==> src/rtl/joypad_serializer_pkg.sv <==
// Shared joypad constants: button bit positions (R L X A RT LT DN UP START SELECT Y B, MSB first)
// and the default autofire half-period.
package configPackage;

  localparam int BTN_B      = 0;
  localparam int BTN_Y      = 1;
  localparam int BTN_SELECT = 2;
  localparam int BTN_START  = 3;
  localparam int BTN_UP     = 4;
  localparam int BTN_DN     = 5;
  localparam int BTN_LT     = 6;
  localparam int BTN_RT     = 7;
  localparam int BTN_A      = 8;
  localparam int BTN_X      = 9;
  localparam int BTN_L      = 10;
  localparam int BTN_R      = 11;

  // 1/60 s at 21.477 MHz
  localparam int AF_HALF_DEFAULT = 357_950;

endpackage

==> src/rtl/joypad_serializer_shift_port.sv <==
// One joypad port: parallel load on strobe, falling-edge shift with open-bus 1 fill,
// saturating bit counter and a single read-complete pulse per load.
module joypad_shift_port
  import configPackage::*;
#(
  parameter int SHIFT_W = 8
) (
  input  logic               clk,
  input  logic               reset,
  input  logic               strobe,
  input  logic               joy_clock,
  input  logic [SHIFT_W-1:0] load_word,
  output logic               data,
  output logic               read_done
);

  localparam int CNT_W = $clog2(SHIFT_W + 1);

  logic [SHIFT_W-1:0] shift_q;
  logic [CNT_W-1:0]   bit_cnt;
  logic               last_clk;
  logic               done_q;
  logic               fall;

  assign fall = last_clk & ~joy_clock;

  always_ff @(posedge clk) begin
    if (reset) begin
      shift_q  <= '1;
      bit_cnt  <= '0;
      last_clk <= 1'b0;
      done_q   <= 1'b0;
    end else begin
      last_clk <= joy_clock;
      done_q   <= 1'b0;
      if (strobe) begin
        // a clock edge coinciding with the strobe is dropped on purpose
        shift_q <= load_word;
        bit_cnt <= '0;
      end else if (fall) begin
        shift_q <= SHIFT_W'({1'b1, shift_q} >> 1);
        if (bit_cnt != CNT_W'(SHIFT_W))
          bit_cnt <= bit_cnt + 1'b1;
        done_q <= (bit_cnt == CNT_W'(SHIFT_W - 1));
      end
    end
  end

  assign data      = shift_q[0];
  assign read_done = done_q;

endmodule

==> src/rtl/joypad_serializer.sv <==
// Multi-port joypad serial bridge: strobe-latched port swap, shared autofire divider and
// per-port shift registers. Autofire is built only when JOYPAD_AUTOFIRE_EN is defined.
module joypad_serializer
  import configPackage::*;
#(
  parameter int NUM_PORTS = 2,
  parameter int BTN_W     = 12,
  parameter int SHIFT_W   = 8,
  parameter int AF_A_SRC  = BTN_A,
  parameter int AF_B_SRC  = BTN_X,
  parameter int AF_HALF   = AF_HALF_DEFAULT
) (
  input  logic                       clk,
  input  logic                       reset,
  input  logic [NUM_PORTS*BTN_W-1:0] joy_btns,
  input  logic [NUM_PORTS-1:0]       af_en,
  input  logic                       joy_swap,
  input  logic                       joypad_strobe,
  input  logic [NUM_PORTS-1:0]       joypad_clock,
  output logic [NUM_PORTS-1:0]       joypad_data,
  output logic [NUM_PORTS-1:0]       read_done
);

  logic strobe_q;
  logic swap_q;
  logic swap_eff;

  // The swap choice is taken at the strobe rising edge and used by that same load.
  assign swap_eff = (joypad_strobe & ~strobe_q) ? joy_swap : swap_q;

  always_ff @(posedge clk) begin
    if (reset) begin
      strobe_q <= 1'b0;
      swap_q   <= 1'b0;
    end else begin
      strobe_q <= joypad_strobe;
      swap_q   <= swap_eff;
    end
  end

`ifdef JOYPAD_AUTOFIRE_EN
  localparam int AF_CW = (AF_HALF > 1) ? $clog2(AF_HALF) : 1;

  logic [AF_CW-1:0] af_cnt;
  logic             phase;

  always_ff @(posedge clk) begin
    if (reset) begin
      af_cnt <= '0;
      phase  <= 1'b0;
    end else if (af_cnt == AF_CW'(AF_HALF - 1)) begin
      af_cnt <= '0;
      phase  <= ~phase;
    end else begin
      af_cnt <= af_cnt + 1'b1;
    end
  end
`else
  logic unused_af_en;
  assign unused_af_en = ^af_en;
`endif

  logic [BTN_W-1:0]   src       [NUM_PORTS];
  logic [SHIFT_W-1:0] load_word [NUM_PORTS];
  logic [NUM_PORTS-1:0] unused_src;

  for (genvar p = 0; p < NUM_PORTS; p++) begin : g_port
    if (NUM_PORTS >= 2 && p < 2) begin : g_swap
      assign src[p] = swap_eff ? joy_btns[(1-p)*BTN_W +: BTN_W] : joy_btns[p*BTN_W +: BTN_W];
    end else begin : g_direct
      assign src[p] = joy_btns[p*BTN_W +: BTN_W];
    end

    assign unused_src[p] = ^src[p];

`ifdef JOYPAD_AUTOFIRE_EN
    logic auto_a;
    logic auto_b;
    assign auto_a = src[p][AF_A_SRC] & phase & af_en[p];
    assign auto_b = src[p][AF_B_SRC] & phase & af_en[p];
    assign load_word[p] = src[p][SHIFT_W-1:0] | {{(SHIFT_W-2){1'b0}}, auto_b, auto_a};
`else
    assign load_word[p] = src[p][SHIFT_W-1:0];
`endif

    joypad_shift_port #(
      .SHIFT_W (SHIFT_W)
    ) u_port (
      .clk       (clk),
      .reset     (reset),
      .strobe    (joypad_strobe),
      .joy_clock (joypad_clock[p]),
      .load_word (load_word[p]),
      .data      (joypad_data[p]),
      .read_done (read_done[p])
    );
  end

endmodule

==> config.mk <==
export PLATFORM = sky130hd
export DESIGN_NAME = joypad_serializer
export DESIGN_NICKNAME = d
export VERILOG_FILES = /design/src/rtl/joypad_serializer_pkg.sv /design/src/rtl/joypad_serializer_shift_port.sv /design/src/rtl/joypad_serializer.sv
export SDC_FILE = /design/constraint.sdc
export NUM_CORES = 1
export LEC_CHECK = 0
export ABC_AREA = 1
export CAP_MARGIN = 20
export CORE_MARGIN = 1.5
export CORE_UTILIZATION = 25
export CTS_CLUSTER_DIAMETER = 150
export DETAILED_ROUTE_END_ITERATION = 8
export SETUP_SLACK_MARGIN = 0.2
export SLEW_MARGIN = 40
export SYNTH_ARGS = -nofsm -noshare
export SYNTH_HDL_FRONTEND = slang
export SYNTH_HIERARCHICAL = 1
export SYNTH_SLANG_ARGS = --single-unit
==> constraint.sdc <==
create_clock -name clk -period 1.58 [get_ports clk]
set_clock_uncertainty 0.05 [all_clocks]
set_input_delay 0.158 -clock clk [delete_from_list [all_inputs] [get_ports clk]]
set_output_delay 0.158 -clock clk [all_outputs]
set_load 0.02 [all_outputs]
### Word-level counts from Yosys, hierarchy flattened

Cells that the tools add are included.

* add/subtract/negate cells: 2
* multiply operators: 0
* div/mod/pow operators: 0
* magnitude comparators: 0
* equal/unequal tests: 4
* shifts and indexed selects: 0
* multiplexer cells: 7
* bitwise gates (word level): 8
* reductions and logical operators: 7

Operators by type and width (number)
* 8-bit two-way mux: 6
* 4-bit by 1-bit adder with 4-bit output, second input constant: 2
* 4-bit by 3-bit == test with 1-bit output, second input constant: 2
* 4-bit inequality test, second input constant: 2
* 3-bit OR reduction: 2
* 1-bit inverter: 5
* 2-bit AND reduction: 2
* 2-bit nonzero test: 2
* 1-bit bitwise AND: 3
* 2-bit OR reduction: 1
* 1-bit two-way mux: 1

* register bits after elaboration: 30
* bits in latches: 0
* memory bits (writable): 0
* bits in read-only memories: 0
* input port bits: 32
* memories kept: 0

### Logic depth before layout (Yosys ltp)

* depth after elaboration: 5
* mapped depth: 8

### Cells and area by module

Netlist, hierarchy kept.

By module, submodules not included
* joypad_shift_port: times used 2, cells an instance 85, area an instance 648.1 um2, sequential area each 280.3 um2
* joypad_serializer: times used 1, cells an instance 65, area an instance 351.6 um2, sequential area each 40.0 um2

### Least setup slack after synthesis

OpenSTA, ideal clock, no wires.

* path kind: register -> register
* start point: reg strobe_q
* end point: reg g_port[0].u_port.shift_q[4]
* library setup time: 0.121 ns
* data arrival time: 1.048 ns
* data required time: 1.409 ns
* path slack: 0.361 ns
* stages on the path, launching flop included: 8
* buffers on the path: 1
* period minus slack after synthesis: 1.219 ns
* cell sequence: dfxtp_1 inv_1 nand3_1 buf_4 nand3_1 nand2_1 a21oi_1 nand3_1

RTL lines
* start, declared: RTL line joypad_serializer.sv:24 `logic strobe_q;`
* start signal, assigned: RTL line joypad_serializer.sv:36 `strobe_q <= joypad_strobe;`
* end signal, assigned: RTL line joypad_serializer_shift_port.sv:38 `shift_q <= load_word;`
* end signal, assigned: RTL line joypad_serializer_shift_port.sv:41 `shift_q <= SHIFT_W'({1'b1, shift_q} >> 1);`
* end, declared: RTL line joypad_serializer_shift_port.sv:19 `logic [SHIFT_W-1:0] shift_q;`

### Worst setup path in the final report

* start point: reg g_port[0].u_port.bit_cnt[0]
* end point: reg g_port[0].u_port.bit_cnt[0]

* cells in the longest elaborated chain, start to end: 2
* elaborated cells on any way between the ends: 3
* those cells by class: 1 x add/sub; 1 x eq/ne; 1 x reduce/logical

RTL lines
* start, declared: RTL line joypad_serializer_shift_port.sv:20 `logic [CNT_W-1:0] bit_cnt;`
* start signal, assigned: RTL line joypad_serializer_shift_port.sv:43 `bit_cnt <= bit_cnt + 1'b1;`
* parallel branches: the longest is 2 deep, another holds 4-bit by 1-bit adder with 4-bit output

Several ways; the timed one is not identified.
A chain may end at the register's enable or synchronous reset.

==> summary.txt <==
Synth
  – EDFF count, synth: 0
  – Synth Net Count: about 270
  – Mean Syn Cell Area: between 7 and 8 um^2
  – Ranking of synthesized cells by area: dfxtp_1 36%, nand3_1 18%, nand2_1 12%, a21oi_1 5.8%, inv_1 4.6%
  – Count leader, synth: nand3_1
  – Sequential area share after synthesis: a little over a third
  – Post-synth top area cell: dfxtp_1
  – Cells after Synth: 235
  – XOR/XNOR Fraction of Synth Area: 0%
  – Mux cell area share after synthesis: 0%
  – Post-synth ARST share: 0%
  – Yosys reg bits: 30
  – Synthesized area: between 1500 and 2000 um^2
  – Simple-gate share of the synthesized area: 44.0%
  – Top_reg_cell synth: dfxtp_1
  – Synth top cells by count: 58 x nand3_1, 51 x nand2_1, 30 x dfxtp_1, 20 x inv_1
  – Compound-Gate Fraction of Synth Area: about 7.6%
  – Largest family of logic cells by synthesized area: simple AND/OR/NAND/NOR gates
  – Top cell type's share of synthesized area: a little over a third
  – Adder-Cell Fraction of Synth Area: under 10%
  – Synth cell types: 19
  – Synth warn: 6

Hold path
  – Min-delay worst type: primary input to flop

Setup path
  – CP Data Arrival Time: roughly 1.4 ns
  – CP delay by family, top: flip-flops
  – CP max FO: 4
  – Crit-path max cell delay: approximately 0.37 ns
  – WP data required: ~1.7 ns
  – Critical Path Start Type: flop
  – Endpoint class of the critical path: flop
  – Buffers & Inverters on Critical Path: 1
  – Slowest cell on the critical path: dfxtp_1
  – CP Class: flop to flop
  – Cell Chain, Critical Path: inv_1, ha_1, nand3_1, nand2_2, o21ai_0, nor2_1

Die
  – Chip width: ~84 um
  – Num ports: 36
  – Core area: ~6300 um^2
  – Die Area: 7090 um^2
  – Row count: 29
  – Initial Utilization: between 20% and 30%
  – Height of the die: 84.2 um

Route
  – Detail Route Antenna Nets: 0
  – Routed WL: approximately 3800 um
  – Initial DRC count: 80
  – Routed via count: about 1600
  – Drc violations: 0
  – Drt via density: about 4.7
  – Post-DR wirelength/cell: around 11 um
  – TritonRoute pass-1 iters: 4

Timing
  – Worst slew margin: 77.4%
  – Endpoints failing setup: 0
  – Hold_ws: roughly 0.24 ns
  – Final worst path period need: approximately 1.3 ns
  – Worst slew pin tran: about 0.34 ns
  – Fin. Hold Viols: 0
  – Max-slew violations: 0
  – Fmax: just under 0.8 GHz
  – Period Utilization, post-route: about four fifths
  – RSZ-0062 raised after global routing: yes

Placed design
  – Post-placement cell area: 1990 um^2
  – Detailed placer's ending HPWL: around 2700 um
  – Gpl congestion: between 0.8 and 0.9
  – Port Buffers: 25

Global route
  – First-pass GRT wire length: approximately 6300 um
  – Tot GR Track Use: about 11%
  – Number of global-route vias before repair: ~1500
  – Largest net degree at the start of global routing: 23
  – Initial antenna violation count: 0
  – Congestion Overflow GR: 0

Layout
  – Ant diodes: 0
  – Area added between synthesis and finish: 27.1%
  – Fill cells: around 680
  – Post-route cell area: between 2000 and 2500 um^2
  – Layout cell share with drive strength beyond 1: between 10 and 15%
  – Final-stage net count: ~300

Clock tree
  – CTS hold repair buffers: 0
  – Post-CTS Setup Inserts: 0
  – CTS tree: done
  – Root cell of the clock tree: clkbuf_8
  – Clk buf depth: 2
  – H-tree depth: 2
  – Worst-path clk slew: 0.06 ns
  – Num CTS Buffers: 5
  – Clock Latency Late Sink: ~0.28 ns
  – Clk sinks: 30

Power and ir drop
  – PD cells: ~800 nW/um^2
  – Maximum VDD drop: approximately 0.00037 V
  – PnR Total Power: around 0.0017 W
  – Lkg Pwr: 0.913 nW

Outcome
  – Status: completed

Flow run
  – Total of max-cap violations: 0
[metrics by stage]
stage | setup slack [ns] | setup TNS [ns] | cells | utilization [%]
floorplan | 0.361 | 0 | 235 | -
global placement | -0.0869 | -1.08 | 335 | 31.3
detailed placement | -0.108 | -1.41 | 335 | 31.3
CTS | 0.219 | 0 | 342 | 32.6
global route | 0.185 | 0 | 343 | 33.0
finish | 0.307 | 0 | 343 | 33.0
[path summary, 6_finish.rpt]
kind	end	slack, ns	cells past startpoint	startpoint
setup / recovery	g_port[0].u_port/bit_cnt[0]$_SDFFE_PP0P_	0.31	6	g_port[0].u_port/bit_cnt[0]$_SDFFE_PP0P_
hold / removal	strobe_q$_SDFF_PP0_	0.24	3	joypad_strobe
setup reg to reg	g_port[0].u_port/bit_cnt[0]$_SDFFE_PP0P_	0.31	6	g_port[0].u_port/bit_cnt[0]$_SDFFE_PP0P_
hold reg to reg	g_port[0].u_port/shift_q[4]$_SDFFE_PP1P_	0.41	2	g_port[0].u_port/shift_q[4]$_SDFFE_PP1P_
[area by class of cell]
| cell class | count | area [um^2] | area share [%] |
|---|---|---|---|
| Multi-Input combinational cell | 176 | 931 | 44.4 |
| Sequential cell | 30 | 601 | 28.7 |
| Timing Repair Buffer | 31 | 308 | 14.7 |
| Tap cell | 77 | 96.3 | 4.60 |
| Inverter | 22 | 82.6 | 3.94 |
| Clock buffer | 7 | 76.3 | 3.64 |
[sequential cells by signal (all words and copies together) (netlist names)]
signal,flops
g_port.u_port/bit_cnt,8
g_port.u_port/last_clk,2
g_port.u_port/read_done,2
g_port.u_port/shift_q,16
strobe_q,1
swap_q,1
[where the power goes]
part	total (W)	switching [W]	internal (W)
registers	0.000822	0.0000219	0.000801
clock network	0.000569	0.000266	0.000302
logic	0.000322	0.000181	0.000141
[placed cells by master (no fill, tap or decap), types with 3 or more instances in the layout]
cell              n
inv_1            19
nand3_1          58
a21oi_1          19
dfxtp_1          30
o21ai_0           5
nand2_2           3
ha_1              4
clkdlybuf4s50_1  19
nand3_2           4
buf_4             5
dlygate4sd2_1     4
nor2_1           19
nand2_1          50
clkbuf_8          5
[worst reg2reg max path, stage by stage, from the launching register on]
cell and delay (ns):
dfxtp_1 0.37, inv_1 0.07, ha_1 0.20, nand3_1 0.16
nand2_2 0.09, o21ai_0 0.18, nor2_1 0.05
[timing repair]
item | in CTS | in global routing
endpoints found under the setup margin | 12 | 17
pin swaps | 0 | 1
resized for setup | 5 | 7
gates cloned | 0 | 1
[kinds of logic (layout without fill, tap and decap cells)]
group                    count (synthesis)  after routing
AND/OR/NAND/NOR                        146            147
AO/OA/AOI/OAI                           25             25
adder cells (fa/ha/maj)                  4              4
flip-flops                              30             30
buffers and inverters                   30             60
[metal layers]
| layer | up-vias | share of wire [%] | global-route usage, % |
|---|---|---|---|
| li1 | 836 | - | - |
| met3 | 7 | 4.7 | 2.36 |
| met1 | 727 | 47 | 13.6 |
| met4 | 0 | 2.1 | 5.81 |
| met2 | 47 | 46 | 18.0 |
| met5 | - | 0 | 0 |
Power figures use the tool's default switching activity.
